`config.mk`:
```
export PLATFORM = sky130hd
export DESIGN_NAME = writeback_stage_flat
export DESIGN_NICKNAME = d
export VERILOG_FILES = /design/src/rtl/cpu_pkg.sv /design/src/rtl/writeback_stage_if.sv /design/src/rtl/writeback_stage_load_extend.sv /design/src/rtl/writeback_stage.sv /design/src/flat_wrapper.sv
export SDC_FILE = /design/constraint.sdc
export NUM_CORES = 1
export LEC_CHECK = 0
export ABC_AREA = 1
export CAP_MARGIN = 20
export CORE_UTILIZATION = 47
export DETAILED_ROUTE_END_ITERATION = 12
export PLACE_DENSITY = 0.95
export SLEW_MARGIN = 5
export SYNTH_ARGS = -nofsm -noshare
export SYNTH_HDL_FRONTEND = slang
export SYNTH_SLANG_ARGS = --single-unit
```
`constraint.sdc`:
```
create_clock -name clk_i -period 4.3 [get_ports clk_i]
set_clock_uncertainty 0.15 [all_clocks]
set_input_delay 0.43 -clock clk_i [delete_from_list [all_inputs] [get_ports clk_i]]
set_output_delay 0.43 -clock clk_i [all_outputs]
set_load 0.02 [all_outputs]
```
`src/rtl/cpu_pkg.sv`:
```
// Shared core package: writeback source select, load funct3 encodings and
// writeback FSM states.
package cpu_pkg;

  typedef enum logic [1:0] {
    WB_ALU  = 2'b00,
    WB_LOAD = 2'b01,
    WB_PC4  = 2'b10
  } wb_sel_e;

  localparam logic [2:0] F3_LB  = 3'b000;
  localparam logic [2:0] F3_LH  = 3'b001;
  localparam logic [2:0] F3_LW  = 3'b010;
  localparam logic [2:0] F3_LD  = 3'b011;
  localparam logic [2:0] F3_LBU = 3'b100;
  localparam logic [2:0] F3_LHU = 3'b101;
  localparam logic [2:0] F3_LWU = 3'b110;

  typedef enum logic {
    WB_IDLE      = 1'b0,
    WB_WAIT_LOAD = 1'b1
  } wb_state_e;

endpackage

```
`src/rtl/writeback_stage_if.sv`:
```
// Writeback stage bus: memory-stage handshake, load response and register
// file write port. master = upstream/environment side, slave = writeback_stage.
interface writeback_stage_if #(parameter int XLEN = 64) ();
  logic            mem_valid_i;
  logic            mem_ready_o;
  logic            mem_wr_reg_en_i;
  logic [4:0]      mem_rd_i;
  logic [1:0]      mem_wb_sel_i;
  logic [XLEN-1:0] mem_alu_result_i;
  logic [XLEN-1:0] mem_pc_i;
  logic [2:0]      mem_funct3_i;
  logic [2:0]      mem_addr_lo_i;
  logic            dmem_rsp_valid_i;
  logic [XLEN-1:0] dmem_rsp_data_i;
  logic            wr_reg_en_o;
  logic [4:0]      rd_o;
  logic [XLEN-1:0] rd_data_o;
  logic [63:0]     retire_cnt_o;

  modport master (
    output mem_valid_i, mem_wr_reg_en_i, mem_rd_i, mem_wb_sel_i,
           mem_alu_result_i, mem_pc_i, mem_funct3_i, mem_addr_lo_i,
           dmem_rsp_valid_i, dmem_rsp_data_i,
    input  mem_ready_o, wr_reg_en_o, rd_o, rd_data_o, retire_cnt_o
  );

  modport slave (
    input  mem_valid_i, mem_wr_reg_en_i, mem_rd_i, mem_wb_sel_i,
           mem_alu_result_i, mem_pc_i, mem_funct3_i, mem_addr_lo_i,
           dmem_rsp_valid_i, dmem_rsp_data_i,
    output mem_ready_o, wr_reg_en_o, rd_o, rd_data_o, retire_cnt_o
  );
endinterface

```
`src/rtl/writeback_stage_load_extend.sv`:
```
// Combinational load data extraction and sign/zero extension from an
// aligned doubleword; funct3 = 111 yields zero.
module load_extend
  import cpu_pkg::*;
(
  input  logic [2:0]  funct3,
  input  logic [2:0]  addr_lo,
  input  logic [63:0] data,
  output logic [63:0] ext
);

  logic [7:0]  byte_s;
  logic [15:0] half_s;
  logic [31:0] word_s;

  assign byte_s = data[{addr_lo, 3'b000} +: 8];
  assign half_s = data[{addr_lo[2:1], 4'b0000} +: 16];
  assign word_s = data[{addr_lo[2], 5'b00000} +: 32];

  // Select access size and extension
  always_comb begin
    ext = 64'd0;
    case (funct3)
      F3_LB:   ext = {{56{byte_s[7]}}, byte_s};
      F3_LH:   ext = {{48{half_s[15]}}, half_s};
      F3_LW:   ext = {{32{word_s[31]}}, word_s};
      F3_LD:   ext = data;
      F3_LBU:  ext = {56'd0, byte_s};
      F3_LHU:  ext = {48'd0, half_s};
      F3_LWU:  ext = {32'd0, word_s};
      default: ext = 64'd0;
    endcase
  end

endmodule

```
`src/rtl/writeback_stage.sv`:
```
// RV64 writeback stage: accepts completed instructions, waits for load data
// and drives a registered register-file write port. Optional retired-instruction
// counter is built when WB_RETIRE_CNT_EN is defined.
module writeback_stage
  import cpu_pkg::*;
#(
  parameter int XLEN = 64
) (
  input logic              clk_i,
  input logic              rst_i,
  writeback_stage_if.slave wb
);

  wb_state_e       state_r, next_state_s;
  logic            wr_en_r, wr_en_s;
  logic [4:0]      rd_r, rd_s;
  logic [XLEN-1:0] data_r, data_s;
  logic            ld_en_r;
  logic [4:0]      ld_rd_r;
  logic [2:0]      ld_f3_r;
  logic [2:0]      ld_addr_r;
  logic [XLEN-1:0] ld_ext_s;
  logic            accept_ld_s;

  load_extend u_load_extend (
    .funct3  (ld_f3_r),
    .addr_lo (ld_addr_r),
    .data    (wb.dmem_rsp_data_i),
    .ext     (ld_ext_s)
  );

  assign accept_ld_s = (state_r == WB_IDLE) && wb.mem_valid_i && (wb.mem_wb_sel_i == WB_LOAD);

  // State and registered write port
  always_ff @(posedge clk_i) begin
    if (rst_i) begin
      state_r <= WB_IDLE;
      wr_en_r <= 1'b0;
      rd_r    <= 5'd0;
      data_r  <= {XLEN{1'b0}};
    end else begin
      state_r <= next_state_s;
      wr_en_r <= wr_en_s;
      rd_r    <= rd_s;
      data_r  <= data_s;
    end
  end

  // Pending load attributes captured on acceptance
  always_ff @(posedge clk_i) begin
    if (rst_i) begin
      ld_en_r   <= 1'b0;
      ld_rd_r   <= 5'd0;
      ld_f3_r   <= 3'd0;
      ld_addr_r <= 3'd0;
    end else if (accept_ld_s) begin
      ld_en_r   <= wb.mem_wr_reg_en_i;
      ld_rd_r   <= wb.mem_rd_i;
      ld_f3_r   <= wb.mem_funct3_i;
      ld_addr_r <= wb.mem_addr_lo_i;
    end else begin
      ld_en_r   <= ld_en_r;
      ld_rd_r   <= ld_rd_r;
      ld_f3_r   <= ld_f3_r;
      ld_addr_r <= ld_addr_r;
    end
  end

  // Next state and next write-port values; rd/data stay zero without a write
  always_comb begin
    next_state_s = state_r;
    wr_en_s      = 1'b0;
    rd_s         = 5'd0;
    data_s       = {XLEN{1'b0}};
    case (state_r)
      WB_IDLE: begin
        if (accept_ld_s) begin
          next_state_s = WB_WAIT_LOAD;
        end else if (wb.mem_valid_i && wb.mem_wr_reg_en_i && (wb.mem_rd_i != 5'd0)) begin
          wr_en_s = 1'b1;
          rd_s    = wb.mem_rd_i;
          data_s  = (wb.mem_wb_sel_i == WB_PC4) ? (wb.mem_pc_i + 64'd4) : wb.mem_alu_result_i;
        end else begin
          next_state_s = WB_IDLE;
        end
      end
      WB_WAIT_LOAD: begin
        if (wb.dmem_rsp_valid_i) begin
          next_state_s = WB_IDLE;
          if (ld_en_r && (ld_rd_r != 5'd0)) begin
            wr_en_s = 1'b1;
            rd_s    = ld_rd_r;
            data_s  = ld_ext_s;
          end else begin
            wr_en_s = 1'b0;
          end
        end else begin
          next_state_s = WB_WAIT_LOAD;
        end
      end
      default: next_state_s = WB_IDLE;
    endcase
  end

  assign wb.mem_ready_o = (state_r == WB_IDLE);
  assign wb.wr_reg_en_o = wr_en_r;
  assign wb.rd_o        = rd_r;
  assign wb.rd_data_o   = data_r;

`ifdef WB_RETIRE_CNT_EN
  logic        retire_s;
  logic [63:0] retire_cnt_r;

  assign retire_s = ((state_r == WB_IDLE) && wb.mem_valid_i && (wb.mem_wb_sel_i != WB_LOAD))
                 || ((state_r == WB_WAIT_LOAD) && wb.dmem_rsp_valid_i);

  // Retired-instruction counter, wraps naturally
  always_ff @(posedge clk_i) begin
    if (rst_i) begin
      retire_cnt_r <= 64'd0;
    end else if (retire_s) begin
      retire_cnt_r <= retire_cnt_r + 64'd1;
    end else begin
      retire_cnt_r <= retire_cnt_r;
    end
  end

  assign wb.retire_cnt_o = retire_cnt_r;
`else
  assign wb.retire_cnt_o = 64'd0;
`endif

endmodule

```
`src/flat_wrapper.sv`:
```
// flat-port wrapper written by rule: the top's interface ports become plain ports
module writeback_stage_flat import cpu_pkg::*;
#(
  parameter int XLEN = 64
)
  (clk_i, rst_i, wb_mem_valid_i, wb_mem_wr_reg_en_i, wb_mem_rd_i, wb_mem_wb_sel_i, wb_mem_alu_result_i, wb_mem_pc_i, wb_mem_funct3_i, wb_mem_addr_lo_i, wb_dmem_rsp_valid_i, wb_dmem_rsp_data_i, wb_mem_ready_o, wb_wr_reg_en_o, wb_rd_o, wb_rd_data_o, wb_retire_cnt_o);
  writeback_stage_if #(.XLEN(XLEN)) wb_i ();
  input logic clk_i;
  input logic rst_i;
  input wire logic [$bits(wb_i.mem_valid_i)-1:0] wb_mem_valid_i;
  input wire logic [$bits(wb_i.mem_wr_reg_en_i)-1:0] wb_mem_wr_reg_en_i;
  input wire logic [$bits(wb_i.mem_rd_i)-1:0] wb_mem_rd_i;
  input wire logic [$bits(wb_i.mem_wb_sel_i)-1:0] wb_mem_wb_sel_i;
  input wire logic [$bits(wb_i.mem_alu_result_i)-1:0] wb_mem_alu_result_i;
  input wire logic [$bits(wb_i.mem_pc_i)-1:0] wb_mem_pc_i;
  input wire logic [$bits(wb_i.mem_funct3_i)-1:0] wb_mem_funct3_i;
  input wire logic [$bits(wb_i.mem_addr_lo_i)-1:0] wb_mem_addr_lo_i;
  input wire logic [$bits(wb_i.dmem_rsp_valid_i)-1:0] wb_dmem_rsp_valid_i;
  input wire logic [$bits(wb_i.dmem_rsp_data_i)-1:0] wb_dmem_rsp_data_i;
  output wire logic [$bits(wb_i.mem_ready_o)-1:0] wb_mem_ready_o;
  output wire logic [$bits(wb_i.wr_reg_en_o)-1:0] wb_wr_reg_en_o;
  output wire logic [$bits(wb_i.rd_o)-1:0] wb_rd_o;
  output wire logic [$bits(wb_i.rd_data_o)-1:0] wb_rd_data_o;
  output wire logic [$bits(wb_i.retire_cnt_o)-1:0] wb_retire_cnt_o;
  assign wb_i.mem_valid_i = wb_mem_valid_i;
  assign wb_i.mem_wr_reg_en_i = wb_mem_wr_reg_en_i;
  assign wb_i.mem_rd_i = wb_mem_rd_i;
  assign wb_i.mem_wb_sel_i = wb_mem_wb_sel_i;
  assign wb_i.mem_alu_result_i = wb_mem_alu_result_i;
  assign wb_i.mem_pc_i = wb_mem_pc_i;
  assign wb_i.mem_funct3_i = wb_mem_funct3_i;
  assign wb_i.mem_addr_lo_i = wb_mem_addr_lo_i;
  assign wb_i.dmem_rsp_valid_i = wb_dmem_rsp_valid_i;
  assign wb_i.dmem_rsp_data_i = wb_dmem_rsp_data_i;
  assign wb_mem_ready_o = wb_i.mem_ready_o;
  assign wb_wr_reg_en_o = wb_i.wr_reg_en_o;
  assign wb_rd_o = wb_i.rd_o;
  assign wb_rd_data_o = wb_i.rd_data_o;
  assign wb_retire_cnt_o = wb_i.retire_cnt_o;
  writeback_stage #(.XLEN(XLEN)) u_core (.clk_i(clk_i), .rst_i(rst_i), .wb(wb_i));
endmodule
```
==> impl_metrics.json <==
{
  "status": "completed",
  "dp_hpwl_mm": 30.63,
  "io_pins": 345,
  "r2r_start": "u_core.ld_addr_r[2]$_SDFFE_PP0P_",
  "synthCells": 1455,
  "finalPower_w": 0.002445,
  "maxCapViolCount": 0,
  "powerDensity_mw_per_mm2": 223.1,
  "hold_ws_ps": 325.2,
  "die_area_mm2": 0.01763,
  "cts-hold-fix-buffers": 0,
  "drt_iter0_markers": 1505,
  "multi_input_area_mm2": 0.005354,
  "finalSetupViolCount": 0,
  "cts_tree": "yes",
  "ys_top_cells_by_area": "dfxtp_1, nand2_1, nor2_1",
  "fin_nets": 1903,
  "cts_buffers": 9,
  "syn_avg_cell_area_um2": 5.523,
  "hold_path_end": "u_core.ld_en_r$_SDFFE_PP0P_",
  "syn2layout_area_growth_pct": 36.34,
  "final.min_clock_period_ps": 2892,
  "critPathKind": "in -> reg",
  "overflow": 0,
  "clk_latency_ps": 350,
  "syn_area_mm2": 0.008036,
  "ys_seq_elements": 83,
  "layout_commonest_cell": "nand2_1",
  "wirelength_mm": 38.05,
  "start_util_pct": 48.29,
  "min_path_cells": 2,
  "rows": 47,
  "r2r_setup_slack_ps": 1600,
  "cts-resized-gates": 0,
  "via_per_inst": 5.610,
  "cp-start-kind": "primary input",
  "h-tree-depth": 3,
  "yosysWarnings": 0,
  "layout-drive-gt1-share_pct": 3.361,
  "post-cts-setup-buffer-count": 0,
  "reg2reg_depth": 8,
  "wl_per_cell_um": 19.86,
  "hold_path.class": "reg -> reg",
  "regArea_mm2": 0.001662,
  "core-area_mm2": 0.01664,
  "cts_sinks": 83,
  "fillers": 1583,
  "die_h_um": 132.8,
  "ir_worst_vdd_uv": 238.5,
  "hp-start": "u_core.ld_en_r$_SDFFE_PP0P_",
  "hold_viol_final": 0,
  "slew_violations": 0,
  "relSlewSlack_pct": 31.13,
  "yosysTopAreaCellShare_pct": 20.68,
  "clk_path_buf_depth": 2,
  "arrival_ps": 2930,
  "path_max_fanout": 51,
  "n_antenna_cell": 0,
  "die_w_um": 132.8,
  "synth_top_area_cell": "dfxtp_1",
  "grt_util_all_layers_pct": 42.71,
  "finalSetupTns_ps": 0,
  "power.leakage_nw": 4.495,
  "yosysSeqAreaShare_pct": 20.68,
  "cp.required_ps": 4330,
  "grt_pass1_vias": 9967,
  "post-route-drc-count": 0,
  "mostFrequentLayoutCells": "nand2_1, clkdlybuf4s50_1, nor2_1",
  "post-route-period-util_pct": 67.26,
  "io_buffer_count": 280,
  "worstMarginPinSlew_ps": 1028,
  "drtAntennaViolNets": 0,
  "worstReg2RegEnd": "u_core.wb.rd_data_o[15]$_SDFF_PP0_",
  "fmax_ghz": 0.3457,
  "dr.pass1.iters": 6,
  "grt_pass1_wl_mm": 56.96,
  "antenna_found_initial": 0,
  "cp-end-kind": "flop",
  "grt_max_degree": 94,
  "clk_pin_slew_ps": 60,
  "place_congestion": 1.029,
  "synth_cell_types": 31,
  "ctsRootBufferMaster": "clkbuf_16",
  "routed-via-count": 10750,
  "grt_setup_unrepaired": "no"
}
==> flip-flops by register name (all words and copies together) (netlist names) <==
signal,count
u_core.ld_addr_r,3
u_core.ld_f3_r,3
u_core.wb.rd_data_o,64
u_core.wb.rd_o,5
u_core.ld_rd_r,5
u_core.wb.wr_reg_en_o,1
u_core.state_r,1
u_core.ld_en_r,1
==> area by class of cell <==
cell class / count / share of cell area [%]
multi-input combinational: 1182 / 48.86
timing repair buffer: 293 / 26.65
sequential: 83 / 15.16
inverter: 123 / 4.214
tap: 220 / 2.512
clock buffer: 10 / 2.090
clock inverter: 5 / 0.5025
==> metal layers <==
metal | part of all wire (%) | up-vias | routed length, um | GRT usage [%]
li1 | - | 5020 | - | -
met1 | 39 | 4802 | 14700 | 53.72
met2 | 43 | 790 | 16470 | 66.70
met3 | 12 | 136 | 4432 | 9.540
met4 | 6.4 | 0 | 2441 | 25.54
met5 | 0 | - | 0 | 0
==> how the worst max path moves through the flow <==
stage | start | to | slack, ps | cells past startpoint
after floorplan | wb_mem_pc_i[2] | u_core.wb.rd_data_o[58]$_SDFF_PP0_ | 2480 | 10
after global placement | wb_mem_wb_sel_i[0] | u_core.wb.rd_data_o[46]$_SDFF_PP0_ | 1300 | 11
after detailed placement | wb_mem_wb_sel_i[0] | u_core.wb.rd_data_o[15]$_SDFF_PP0_ | 1200 | 11
after CTS | wb_mem_wb_sel_i[0] | u_core.wb.rd_data_o[20]$_SDFF_PP0_ | 1490 | 11
after global routing | wb_mem_wb_sel_i[0] | u_core.wb.rd_data_o[16]$_SDFF_PP0_ | 1190 | 11
final | wb_mem_wb_sel_i[0] | u_core.wb.rd_data_o[20]$_SDFF_PP0_ | 1410 | 11
==> stage by stage <==
stage	std cells	cell area (um2)	util [%]	worst slack (ps)
global placement	1900	10650	64.01	1302
floorplan	1518	8273	-	2484
detailed placement	1900	10650	64.01	1197
finish	1916	10960	65.84	1408
CTS	1915	10940	65.72	1495
global route	1916	10960	65.84	1195
==> cell families (layout without fill, tap and decap cells) <==
group                    count (synthesis)  in the layout  share of synthesized area, %
AO/OA/AOI/OAI                          225            225                         15.82
XOR/XNOR                                27             27                         2.943
adder cells (fa/ha/maj)                  1              1                        0.1557
buffers and inverters                  253            431                         15.80
flip-flops                              83             83                         20.68
other                                    1             64                       0.04666
AND/OR/NAND/NOR                        865            865                         44.56
==> synthesized netlist by cell type <==
library cell,number
o21ai_1,19
dfxtp_1,83
xnor2_1,2
conb_1,1
inv_2,7
a21oi_1,88
nor3_2,2
nand2_1,424
buf_6,4
o21bai_1,2
a21oi_2,2
nand3_1,125
nor2_2,7
o21ai_0,56
xor2_1,25
o211ai_1,34
buf_1,2
o221ai_1,1
nand4_1,16
nor2_1,260
buf_2,28
clkbuf_1,28
nand3b_1,12
a22oi_1,12
nor2_4,5
nor3_1,8
buf_4,68
ha_1,1
o22ai_1,11
nand2_2,6
inv_1,116
==> report_power, final <==
part	switching (W)	leakage (nW)	internal, W
Sequential	0.0000192	0.675	0.000795
Combinational	0.000502	3.69	0.000339
Clock	0.000344	0.134	0.000446
==> worst max-delay path, cell delays in order <==
cell and delay (ps):
clkdlybuf4s50_1 540, nand2_1 80, nor3_2 540, inv_2 270
nand4_1 150, inv_2 50, nand2_1 50, buf_4 460
nor2_1 130, nand2_1 110, a21oi_1 80
Power figures use the tool's default switching activity.
